`src/rtl/inst_fetch_ctrl.sv`:
```
// ----------------------------------------------------------------------------
// inst_fetch_ctrl
//
// Instruction-fetch requester. Owns the architectural fetch PC, issues one
// SRAM-like read at a time to instruction memory, and holds one fetched
// instruction for decode until decode accepts it or a redirect flushes it.
//
// State | meaning
// ------+----------------------------------------------------------------
// IDLE  | one-cycle start after reset; stale memory responses are ignored
// REQ   | presenting inst_req at pc (or raising a misaligned-fetch fault)
// WAIT  | request accepted, waiting for data_ok (discard drops stale data)
// HOLD  | if_* entry held for decode until accept or redirect
//
// Ports:
//   clk, rst            clock, asynchronous active-high reset
//   npc, redirect       next PC / redirect target and flush request
//   stall               pipeline stall, blocks decode acceptance
//   pc                  current fetch PC, fed back to next-PC logic
//   req_inst_success    one-cycle pulse when decode accepts the held entry
//   inst_req/inst_addr  memory request valid and address
//   inst_addr_ok        memory accepted the request
//   inst_data_ok        memory returned read data on inst_rdata
//   if_valid/if_pc/if_inst/if_adef   held entry presented to decode
//   id_allowin          decode can accept
//   fetch_cnt           number of entries delivered to decode (wraps)
// ----------------------------------------------------------------------------
module inst_fetch_ctrl #(
    parameter logic [31:0] RESET_PC = 32'h1C00_0000,
    parameter int          CNT_W    = 32
) (
    input  logic             clk,
    input  logic             rst,
    input  logic [31:0]      npc,
    input  logic             redirect,
    input  logic             stall,
    output logic [31:0]      pc,
    output logic             req_inst_success,
    output logic             inst_req,
    output logic [31:0]      inst_addr,
    input  logic             inst_addr_ok,
    input  logic             inst_data_ok,
    input  logic [31:0]      inst_rdata,
    output logic             if_valid,
    output logic [31:0]      if_pc,
    output logic [31:0]      if_inst,
    output logic             if_adef,
    input  logic             id_allowin,
    output logic [CNT_W-1:0] fetch_cnt
);

    typedef enum logic [1:0] {
        IDLE = 2'd0,
        REQ  = 2'd1,
        WAIT = 2'd2,
        HOLD = 2'd3
    } state_t;

    state_t state;
    logic   discard;
    logic   misaligned;
    logic   accept;
    logic   req_taken;

    assign misaligned = (pc[1:0] != 2'b00);

    // A misaligned PC never reaches memory; it becomes a fault entry instead.
    assign inst_req  = (state == REQ) && !misaligned;
    assign inst_addr = pc;

    // Redirect wins over acceptance, so a flushed entry never counts.
    assign accept           = (state == HOLD) && if_valid && id_allowin && !stall && !redirect;
    assign req_inst_success = accept;

    assign req_taken = inst_req && inst_addr_ok;

    always_ff @(posedge clk or posedge rst) begin
        if (rst) begin
            state     <= IDLE;
            pc        <= RESET_PC;
            discard   <= 1'b0;
            if_valid  <= 1'b0;
            if_pc     <= 32'h0;
            if_inst   <= 32'h0;
            if_adef   <= 1'b0;
            fetch_cnt <= '0;
        end else begin
            case (state)
                IDLE: begin
                    state <= REQ;
                    if (redirect) begin
                        pc <= npc;
                    end
                end

                REQ: begin
                    if (redirect) begin
                        pc <= npc;
                        // Request went out at the old pc; its reply must be dropped.
                        if (req_taken) begin
                            discard <= 1'b1;
                            state   <= WAIT;
                        end
                    end else if (misaligned) begin
                        if_valid <= 1'b1;
                        if_adef  <= 1'b1;
                        if_inst  <= 32'h0;
                        if_pc    <= pc;
                        state    <= HOLD;
                    end else if (req_taken) begin
                        state <= WAIT;
                    end
                end

                WAIT: begin
                    if (redirect) begin
                        pc <= npc;
                        if (inst_data_ok) begin
                            discard <= 1'b0;
                            state   <= REQ;
                        end else begin
                            discard <= 1'b1;
                        end
                    end else if (inst_data_ok) begin
                        if (discard) begin
                            discard <= 1'b0;
                            state   <= REQ;
                        end else begin
                            if_inst  <= inst_rdata;
                            if_pc    <= pc;
                            if_adef  <= 1'b0;
                            if_valid <= 1'b1;
                            state    <= HOLD;
                        end
                    end
                end

                HOLD: begin
                    if (redirect) begin
                        if_valid <= 1'b0;
                        pc       <= npc;
                        state    <= REQ;
                    end else if (accept) begin
                        fetch_cnt <= fetch_cnt + CNT_W'(1);
                        if_valid  <= 1'b0;
                        pc        <= npc;
                        state     <= REQ;
                    end
                end

                default: begin
                    state <= IDLE;
                end
            endcase
        end
    end

endmodule

```
`config.mk`:
```
export PLATFORM = sky130hd
export DESIGN_NAME = inst_fetch_ctrl
export DESIGN_NICKNAME = d
export VERILOG_FILES = /design/src/rtl/inst_fetch_ctrl.sv
export SDC_FILE = /design/constraint.sdc
export NUM_CORES = 1
export LEC_CHECK = 0
export ABC_AREA = 0
export CORE_ASPECT_RATIO = 1.5
export CORE_MARGIN = 2
export CORE_UTILIZATION = 35
export DETAILED_ROUTE_END_ITERATION = 6
export PLACE_DENSITY = 0.7
export RECOVER_POWER = 50
export SLEW_MARGIN = 20
export SYNTH_ARGS = -nofsm -noshare
export SYNTH_HDL_FRONTEND = slang
export SYNTH_SLANG_ARGS = --single-unit
export TNS_END_PERCENT = 5
```
`constraint.sdc`:
```
create_clock -name clk -period 5.17 [get_ports clk]
set_clock_uncertainty 0.1 [all_clocks]
set_input_delay 1.2925 -clock clk [delete_from_list [all_inputs] [get_ports clk]]
set_output_delay 1.2925 -clock clk [all_outputs]
set_load 0.03 [all_outputs]
```
==> summary.txt, run 1 <==
status: finished, violations left
failing checks: max-capacitance violations, max-slew violations
CP Class: in2out
post-DP HPWL: 10200 um
post-synthesis register bit count: 133
largest net degree at the start of global routing: 122
Synth Cell Area: 5720 um2
Starting Density: 0.355
Hold Crit Class: reg2reg
Post-Syn Nets: 569
CP Capture Type: output port
Avg Inst Size Synth: 11.6 um2
Syn Inst Count: 492
VDD IR max: 305 uV
1st-iter DRT viols: 150
Critical Path RT: 3780 ps
Post-CTS Setup Repair Bufs: 0
crit path time final: 4600 ps
Seq. cell area: 3330 um2
initial antenna violation count: 0
fmax: 0.218 GHz
Total Nets Final: 774
cts hold-fix bufs: 0
ratio of cells with drive above 1 in the final layout: 0.147
CP max FO: 5
Row Count: 57
RSZ-0062 raised after global routing: false
Leak Pwr: 0.00371 uW
io pins: 235
Main synth FF type: dfrtp_1
CTS tree: built
Syn. warnings: 0
Post-synth ARST share: 1.00
Worst R2R End: if_pc[26]
Resized Gates After CTS: 0
ANT nets after route: 0
GRT Residual Overflow: 0
layout overhead on the synthesized area: 52.2%
startpoint types: primary input
routed vias: 4349
Longest Clk Path Bufs: 2
most common cell in the netlist: dfrtp_1
H-tree levels: 4
die span in y: 161 um
vias per cell: 4.76
CTS sink cnt: 133
sequential cell area fraction in the yosys report: 0.583
IO Port Bufs: 234
core area: 16100 um2
post-synth top area share: 0.569
final hold viol count: 0
area of the multi-input gates: 2030 um2
Tot GR Track Use: 0.170
Slew headroom: -0.695
start point of the critical path: redirect
WHS: 371 ps
critical path arrival: 3200 ps
number of flops mapped to enable cells by yosys: 0
Max-Cap Viols: 1
FF-to-FF path depth: 7
Hold Crit Start: if_inst[15]
first-pass GRT wire length: 23200 um
Setup-failing EPs final: 0
biggest area consumer among synthesized cells: dfrtp_1
reg2reg setup slack: 1910 ps
Cell variety after synth: 38
Final TNS setup: 0 ps
# diodes: 0
worst slew pin tran: 2540 ps
Pwr per Cell Area: 551 nW/um2
ranking of synthesized cells by area: dfrtp_1 57%, mux2_2 12%, nand2_1 5.4%
Wirelength per Cell: 15.8 um
die area: 17400 um2
Critical R2R Launch: state[0]
DRT Wirelength: 14400 um
clk root buf: clkbuf_16
Pre-Repair DR Iteration Count: 4
fillers: 1432
hold path endpoint: if_inst[15]
Final GP Congestion: 0.783
worst skew pair latency: 400 ps
final worst-path cycle share: 0.889
Slew Viols, Final: 122
Clock transition at path regs: 60 ps
chip width: 108 um
Post-route DRC: 0
Layout Utilization: 0.540
vias in the first global route: 4661
most frequent cells after synthesis: 130 x dfrtp_1, 83 x nand2_1, 63 x mux2_2
cts bufs inserted: 17
Final Power: 4800 uW
hold path depth: 2
## layout by cell type (no fill, tap or decap), types with 6 or more instances in the layout
cell,n
ha_1,6
o21ai_0,36
nor2_1,17
nand4_1,8
a21oi_1,9
clkbuf_16,17
nand2_1,83
dlygate4sd3_1,40
clkdlybuf4s50_1,194
xor2_1,10
inv_1,7
xnor2_1,20
dfrtp_1,130
nand3_1,12
mux2_2,63
bufinv_16,6
## power by group
part	switching, uW	internal [uW]	total [uW]
registers	171	1310	1480
logic	1140	836	1970
clock network	447	902	1350
## flip-flops by register name, summed over array words and instances, names as in the netlist
signal     cells
if_inst       32
discard        1
if_adef        1
state          2
if_pc         32
inst_addr     32
if_valid       1
fetch_cnt     32
## through the flow
stage | setup WS (ps) | instance area, um2 | cells
6_report | 574 | 8710 | 914
3_5_place_dp | 752 | 8040 | 883
5_1_grt | 481 | 8710 | 914
3_3_place_gp | 756 | 8040 | 883
2_1_floorplan | 228 | 5720 | 492
4_1_cts | 738 | 8700 | 913
## how the worst max path moves through the flow
stage / end / slack [ps] / cells after the start
5_1_grt: req_inst_success / 480 / 4
2_1_floorplan: discard / 230 / 1
4_1_cts: req_inst_success / 740 / 4
3_3_place_gp: req_inst_success / 760 / 4
3_5_place_dp: req_inst_success / 750 / 4
6_report: req_inst_success / 570 / 4
## metal layers
| layer | track usage | vias to the layer above | wire, um |
|---|---|---|---|
| met3 | 0.0442 | 19 | 837 |
| met2 | 0.314 | 154 | 7890 |
| li1 | - | 2035 | - |
| met4 | 0.0571 | 0 | 240 |
| met5 | 0 | - | 0 |
| met1 | 0.185 | 2141 | 5450 |
## final cells by class
| cell class | count | share of cell area |
|---|---|---|
| flip-flops and latches | 133 | 0.383 |
| repair buffers | 240 | 0.275 |
| multi-input cells | 297 | 0.233 |
| clock buffers | 18 | 0.0493 |
| well taps | 206 | 0.0296 |
| clock inverters | 12 | 0.0264 |
| inverters | 8 | 0.00388 |
## cells by family (layout without fill, tap and decap cells)
kind of cell	Yosys count	in the layout	synth area share
flip-flops	133	133	0.583
AO/OA/AOI/OAI	54	54	0.0518
AND/OR/NAND/NOR	143	143	0.117
multiplexers	63	63	0.124
buffers and inverters	62	278	0.0628
adder cells (fa/ha/maj)	6	6	0.0131
XOR/XNOR	31	31	0.0488
## worst max-delay path, stage by stage
cell             delay [ps]
dlygate4sd3_1           560
nor2b_1                 290
and2_0                  310
clkdlybuf4s50_1         740
No activity file was read; power rests on OpenSTA's default activity.
==> inputs of run 2 (changes only) <==
- DONT_BUFFER_PORTS: not set -> 1
- PLACE_DENSITY: 0.7 -> not set
==> run 2 against run 1 <==
Against the previous run:
- the run still ends with max-capacitance violations, max-slew violations left
- sequential cell count unchanged
- non-clock buffer count down 235
- maximum frequency up 25%
- first-iteration DRC count up 9.3%
- clock power down 4%
- worst hold slack better by 130 ps
- register-to-register slack worse by 420 ps
- setup slack better by 910 ps
- sequential power up 43%
- combinational power down 63%
- wire length down 16%
- largest cell class unchanged
==> summary.txt, run 2 (synthesis gave the netlist of run 1 again) <==
most frequent cells in the layout: 130 x dfrtp_1, 83 x nand2_1, 63 x mux2_2
Clock transition at path regs: 60 ps (about the same)
Worst R2R End: if_pc[2]
crit path cell chain: inv_1 -> ha_1 -> clkbuf_1 -> a21oi_1 -> o211ai_1 -> buf_4 -> mux2_2
vias in the first global route: 3636 (-22%)
CTS sink cnt: 133 (unchanged)
# diodes: 0 (unchanged)
ANT nets after route: 0 (unchanged)
cts hold-fix bufs: 0 (unchanged)
fillers: 1602 (+12%)
P_int: 2470 uW (-19%)
Max-Cap Viols: 3 (+2)
RSZ-0062 raised after global routing: false
CP max stage delay: 1220 ps (+480 ps)
post-DP HPWL: 8370 um (-18%)
VDD IR max: 306 uV (+0.23%)
Post-Place Setup Slack: 1720 ps (+966 ps)
worst skew pair latency: 410 ps (about the same)
routed vias: 3417 (-21%)
vias per cell: 5.02 (+5.5%)
clock power share: 0.311 (+0.030)
Pre-Repair DR Iteration Count: 6 (+2)
ratio of cells with drive above 1 in the final layout: 0.223 (+0.0763)
Starting Density: 0.355 (unchanged)
final hold viol count: 0 (unchanged)
area of the multi-input gates: 2030 um2 (unchanged)
CP Class: reg2reg
CP Capture Type: flop
Final GP Congestion: 0.750 (-4.1%)
Pwr per Cell Area: 653 nW/um2 (+18%)
Row Count: 57 (unchanged)
Tot GR Track Use: 0.141 (-0.0291)
Gate power share: 0.176 (-0.235)
hold path endpoint: discard
Post-route DRC: 0 (unchanged)
Seq. cell area: 3330 um2 (unchanged)
H-tree levels: 4 (unchanged)
sequential fraction of design power: 0.513 (+0.205)
largest net degree at the start of global routing: 101 (-17%)
kind of cell adding the most delay to the critical path: buffers and inverters
Final TNS setup: 0 ps (unchanged)
core area: 16100 um2 (unchanged)
CP max FO: 72 (+67)
status: finished, violations left
worst slew pin tran: 2090 ps (-452 ps)
Critical Path RT: 5350 ps (+1570 ps)
IO Port Bufs: 0 (-100%)
cell with the largest stage delay on the worst path: clkbuf_1
Wirelength per Cell: 17.7 um (+12%)
fmax: 0.272 GHz (+25%)
Leak Pwr: 0.00274 uW (-26%)
crit path time final: 3680 ps (-913 ps)
critical path arrival: 3860 ps (+660 ps)
Setup-failing EPs final: 0 (unchanged)
final setup margin: 1490 ps (+913 ps)
hold path depth: 2 (unchanged)
FF-to-FF path depth: 7 (unchanged)
startpoint types: flop
Longest Clk Path Bufs: 2 (unchanged)
DRT Wirelength: 12000 um (-16%)
reg2reg setup slack: 1490 ps (-420 ps)
io pins: 235 (unchanged)
Critical R2R Launch: state[0]
Layout Utilization: 0.393 (-0.147)
Slew headroom: -0.397 (+0.299)
Slew Viols, Final: 157 (+29%)
chip width: 108 um (unchanged)
CP Buf/Inv Count: 3 (+1)
Resized Gates After CTS: 0 (unchanged)
initial antenna violation count: 0 (unchanged)
cts bufs inserted: 17 (unchanged)
1st-iter DRT viols: 164 (+9.3%)
final worst-path cycle share: 0.712 (-0.177)
switching power: 1670 uW (-5.0%)
Post-CTS Setup Repair Bufs: 0 (unchanged)
clk root buf: clkbuf_16
CTS tree: built
GRT Residual Overflow: 0 (unchanged)
Total Nets Final: 539 (-30%)
Hold Crit Class: reg2reg
die area: 17400 um2 (unchanged)
Hold Crit Start: discard
sw frac: 0.404 (+0.0377)
commonest non-fill, non-tap cell in the layout: dfrtp_1
failing checks: max-capacitance violations, max-slew violations
layout overhead on the synthesized area: 10.7%
first-pass GRT wire length: 19000 um (-18%)
die span in y: 161 um (unchanged)
==> run 2: worst register-to-register path: cells and delay by family, from the launching register on <==
kind,cells,cell delay (ps)
buf+inv,3,1870
compound gates,2,570
flops,1,440
mux,1,440
fa+ha+maj,1,140
==> run 2: stage by stage <==
stage	power (uW)	instances	hold WS, ps	instance area, um2
4_1_cts	4190	680	503	6320
3_3_place_gp	2850	648	470	5690
3_5_place_dp	2890	648	489	5690
6_report	4130	681	503	6330
2_1_floorplan	2770	492	430	5720
5_1_grt	4360	681	546	6330
==> run 2: power groups by stage <==
stage	clock network (uW)	logic (uW)	registers, uW
global placement	0	706	2140
global route	1380	823	2160
floorplan	0	811	1950
detailed placement	0	743	2150
CTS	1320	739	2130
finish	1290	726	2120
==> run 2: cell type report <==
| cell class | count | area share |
|---|---|---|
| clock inverter | 12 | 0.0285 |
| tap | 206 | 0.0407 |
| inverter | 8 | 0.00533 |
| timing repair buffer | 5 | 0.00850 |
| clock buffer | 20 | 0.0705 |
| multi-input combinational | 297 | 0.320 |
| sequential | 133 | 0.526 |
==> run 2: how the worst max path moves through the flow <==
| stage | startpoint | end | slack [ps] | cells past startpoint |
|---|---|---|---|---|
| after floorplan | rst | discard | 230 | 1 |
| after global placement | stall | req_inst_success | 1730 | 2 |
| final | state[0] | if_pc[2] | 1490 | 7 |
| after detailed placement | redirect | req_inst_success | 1720 | 2 |
| after CTS | redirect | req_inst_success | 1720 | 2 |
| after global routing | state[0] | if_pc[2] | 1120 | 7 |
==> run 2: metal layers <==
layer  up-vias  part of all wire  GRT usage  wire length (um)
li1       1562                 -          -                 -
met1      1684              0.37      0.146              4490
met2       154              0.52      0.250              6300
met3        17             0.085     0.0597              1020
met4         0             0.020     0.0513               238
met5         -                 0          0                 0
==> inputs of run 3 (changes only) <==
- clock period: 5.17 -> 3.5 ns (I/O delays scaled with it)
==> run 3 against run 2 <==
Against the previous run:
- the run still ends with max-capacitance violations, max-slew violations left
- sequential cell count did not move
- critical path depth fell by 4
- sequential power rose by 46%
- clock power rose by 47%
- total power rose by 48%
- via count rose by 2.0%
- register-to-register slack got worse by 890 ps
- count of clock-buffer cells in the layout fell by 1
- setup slack got worse by 980 ps
- die area did not move
==> summary.txt, run 3 (synthesis gave the netlist of run 1 again) <==
status: finished, violations left
failing checks: max-capacitance violations, max-slew violations
Wirelength per Cell: 17.5 um (-0.98%)
Gate power share: 0.182 (+0.006)
start point of the critical path: state[0]
fmax: 0.334 GHz
final std cells w/o fill: 686 (+0.73%)
VDD IR max: 439 uV (+43%)
RSZ-0062 raised after global routing: false
Worst setup endpoint: req_inst_success
Final TNS setup: 0 ps (unchanged)
commonest non-fill, non-tap cell in the layout: dfrtp_1
cts hold-fix bufs: 0 (unchanged)
core area: 16100 um2 (unchanged)
met1 Track Usage GR: 0.147 (+0.000702)
sw frac: 0.406 (+0.00230)
die span in y: 161 um (unchanged)
DRT Wirelength: 12000 um (-0.25%)
Post-route DRC: 0 (unchanged)
Resized Gates After CTS: 0 (unchanged)
Final GP Congestion: 0.757 (+0.85%)
CP Class: reg2out
worst skew pair latency: 410 ps (about the same)
clk root buf: clkbuf_16
clock power share: 0.310 (about the same)
Starting Density: 0.355 (unchanged)
layout overhead on the synthesized area: 11.0%
io pins: 235 (unchanged)
Longest Clk Path Bufs: 2 (unchanged)
Clock transition at path regs: 60 ps (about the same)
Placed Area: 5720 um2 (+0.51%)
H-tree levels: 4 (unchanged)
CTS sink cnt: 133 (unchanged)
DP Cell Count: 652 (+0.62%)
Max-Cap Viols: 3 (unchanged)
WHS: 500 ps (-3.26 ps)
IO Port Bufs: 0 (unchanged)
die area: 17400 um2 (unchanged)
Leak Pwr: 0.00274 uW (+0.20%)
CP Capture Type: output port
Pre-Repair DR Iteration Count: 4 (-2)
Total Nets Final: 542 (+0.56%)
final hold viol count: 0 (unchanged)
FF-to-FF path depth: 6 (-1)
cts bufs inserted: 17 (unchanged)
largest net degree at the start of global routing: 73 (-28%)
Critical Path RT: 2520 ps (-2830 ps)
routed vias: 3485 (+2.0%)
Slew headroom: -0.139 (+0.258)
Pwr per Cell Area: 963 nW/um2 (+47%)
crit path time final: 2990 ps
startpoint types: flop
GRT busiest layer: met2
CP max FO: 6 (-92%)
Tot GR Track Use: 0.142 (+0.00167)
initial antenna violation count: 2 (+2)
worst slew pin tran: 1710 ps (-383 ps)
chip width: 108 um (unchanged)
Worst R2R End: state[1]
GRT Residual Overflow: 0 (unchanged)
switching power: 2480 uW (+49%)
ratio of cells with drive above 1 in the final layout: 0.230 (+0.00697)
1st-iter DRT viols: 200 (+22%)
first-pass GRT wire length: 19300 um (+1.5%)
vias in the first global route: 3718 (+2.3%)
reg2reg setup slack: 600 ps (-890 ps)
P_int: 3630 uW (+47%)
Row Count: 57 (unchanged)
CTS tree: built
Hold Crit Class: in2reg
Slew Viols, Final: 175 (+11%)
Critical R2R Launch: state[0]
final instance area: 6350 um2 (+0.22%)
vias per cell: 5.08 (+1.2%)
most frequent cells in the layout: 130 x dfrtp_1, 83 x nand2_1, 63 x mux2_2
Setup-failing EPs final: 0 (unchanged)
ANT nets after route: 0 (unchanged)
GRT met3 Usage: 0.0605 (+0.000812)
final worst-path cycle share: 0.856
Final Power: 6110 uW (+48%)
met2 usage: 0.248 (-0.00172)
Post-CTS Setup Repair Bufs: 0 (unchanged)
sequential fraction of design power: 0.508 (-0.005)
critical path arrival: 2020 ps (-1840 ps)
post-DP HPWL: 8400 um (+0.37%)
[run 3: changes by cell type in the layout (fill, tap and decap cells not counted), sizes merged]
cell / previous run / this run
buf: 4 / 5
clkbuf: 21 / 22
clkinv: 5 / 4
diode: 0 / 2
inv: 8 / 10
[run 3: worst min path at each step]
stage	start	endpoint	slack, ps	depth (start not counted)
after floorplan	discard	discard	430	2
after global placement	discard	discard	470	2
after detailed placement	discard	discard	530	2
after CTS	inst_rdata[10]	if_inst[10]	480	2
after global routing	npc[21]	inst_addr[21]	480	1
final	inst_rdata[10]	if_inst[10]	500	2
[run 3: metrics by stage]
stage               setup WS, ps   util
floorplan                    743      -
global placement             899  0.355
detailed placement           895  0.355
CTS                          609  0.394
global route                 381  0.393
finish                       506  0.394
[run 3: final cells by class]
type | count | area (um2)
Sequential cell | 133 | 3330
Multi-Input combinational cell | 297 | 2040
Tap cell | 206 | 258
Inverter | 8 | 31.3
Timing Repair Buffer | 8 | 51.3
Clock inverter | 13 | 196
Clock buffer | 19 | 433
Antenna cell | 2 | 5.00
Fill cell | 1583 | 9770
[run 3: critical path, cell delays in order (launching register included)]
cell	delay, ps
dfrtp_1	440
ha_1	240
nor2b_1	320
and2_0	610
[run 3: power groups by stage]
| stage | Sequential [uW] | Clock (uW) | Combinational (uW) |
|---|---|---|---|
| floorplan | 2890 | 0 | 1200 |
| global placement | 3130 | 0 | 1090 |
| detailed placement | 3140 | 0 | 1140 |
| CTS | 3120 | 1950 | 1140 |
| global route | 3170 | 2040 | 1240 |
| finish | 3100 | 1900 | 1110 |
[run 3: per-layer routing]
metal	wire, um	up-vias
li1	-	1572
met1	4410	1732
met2	6230	162
met3	1130	19
met4	248	0
met5	0	-
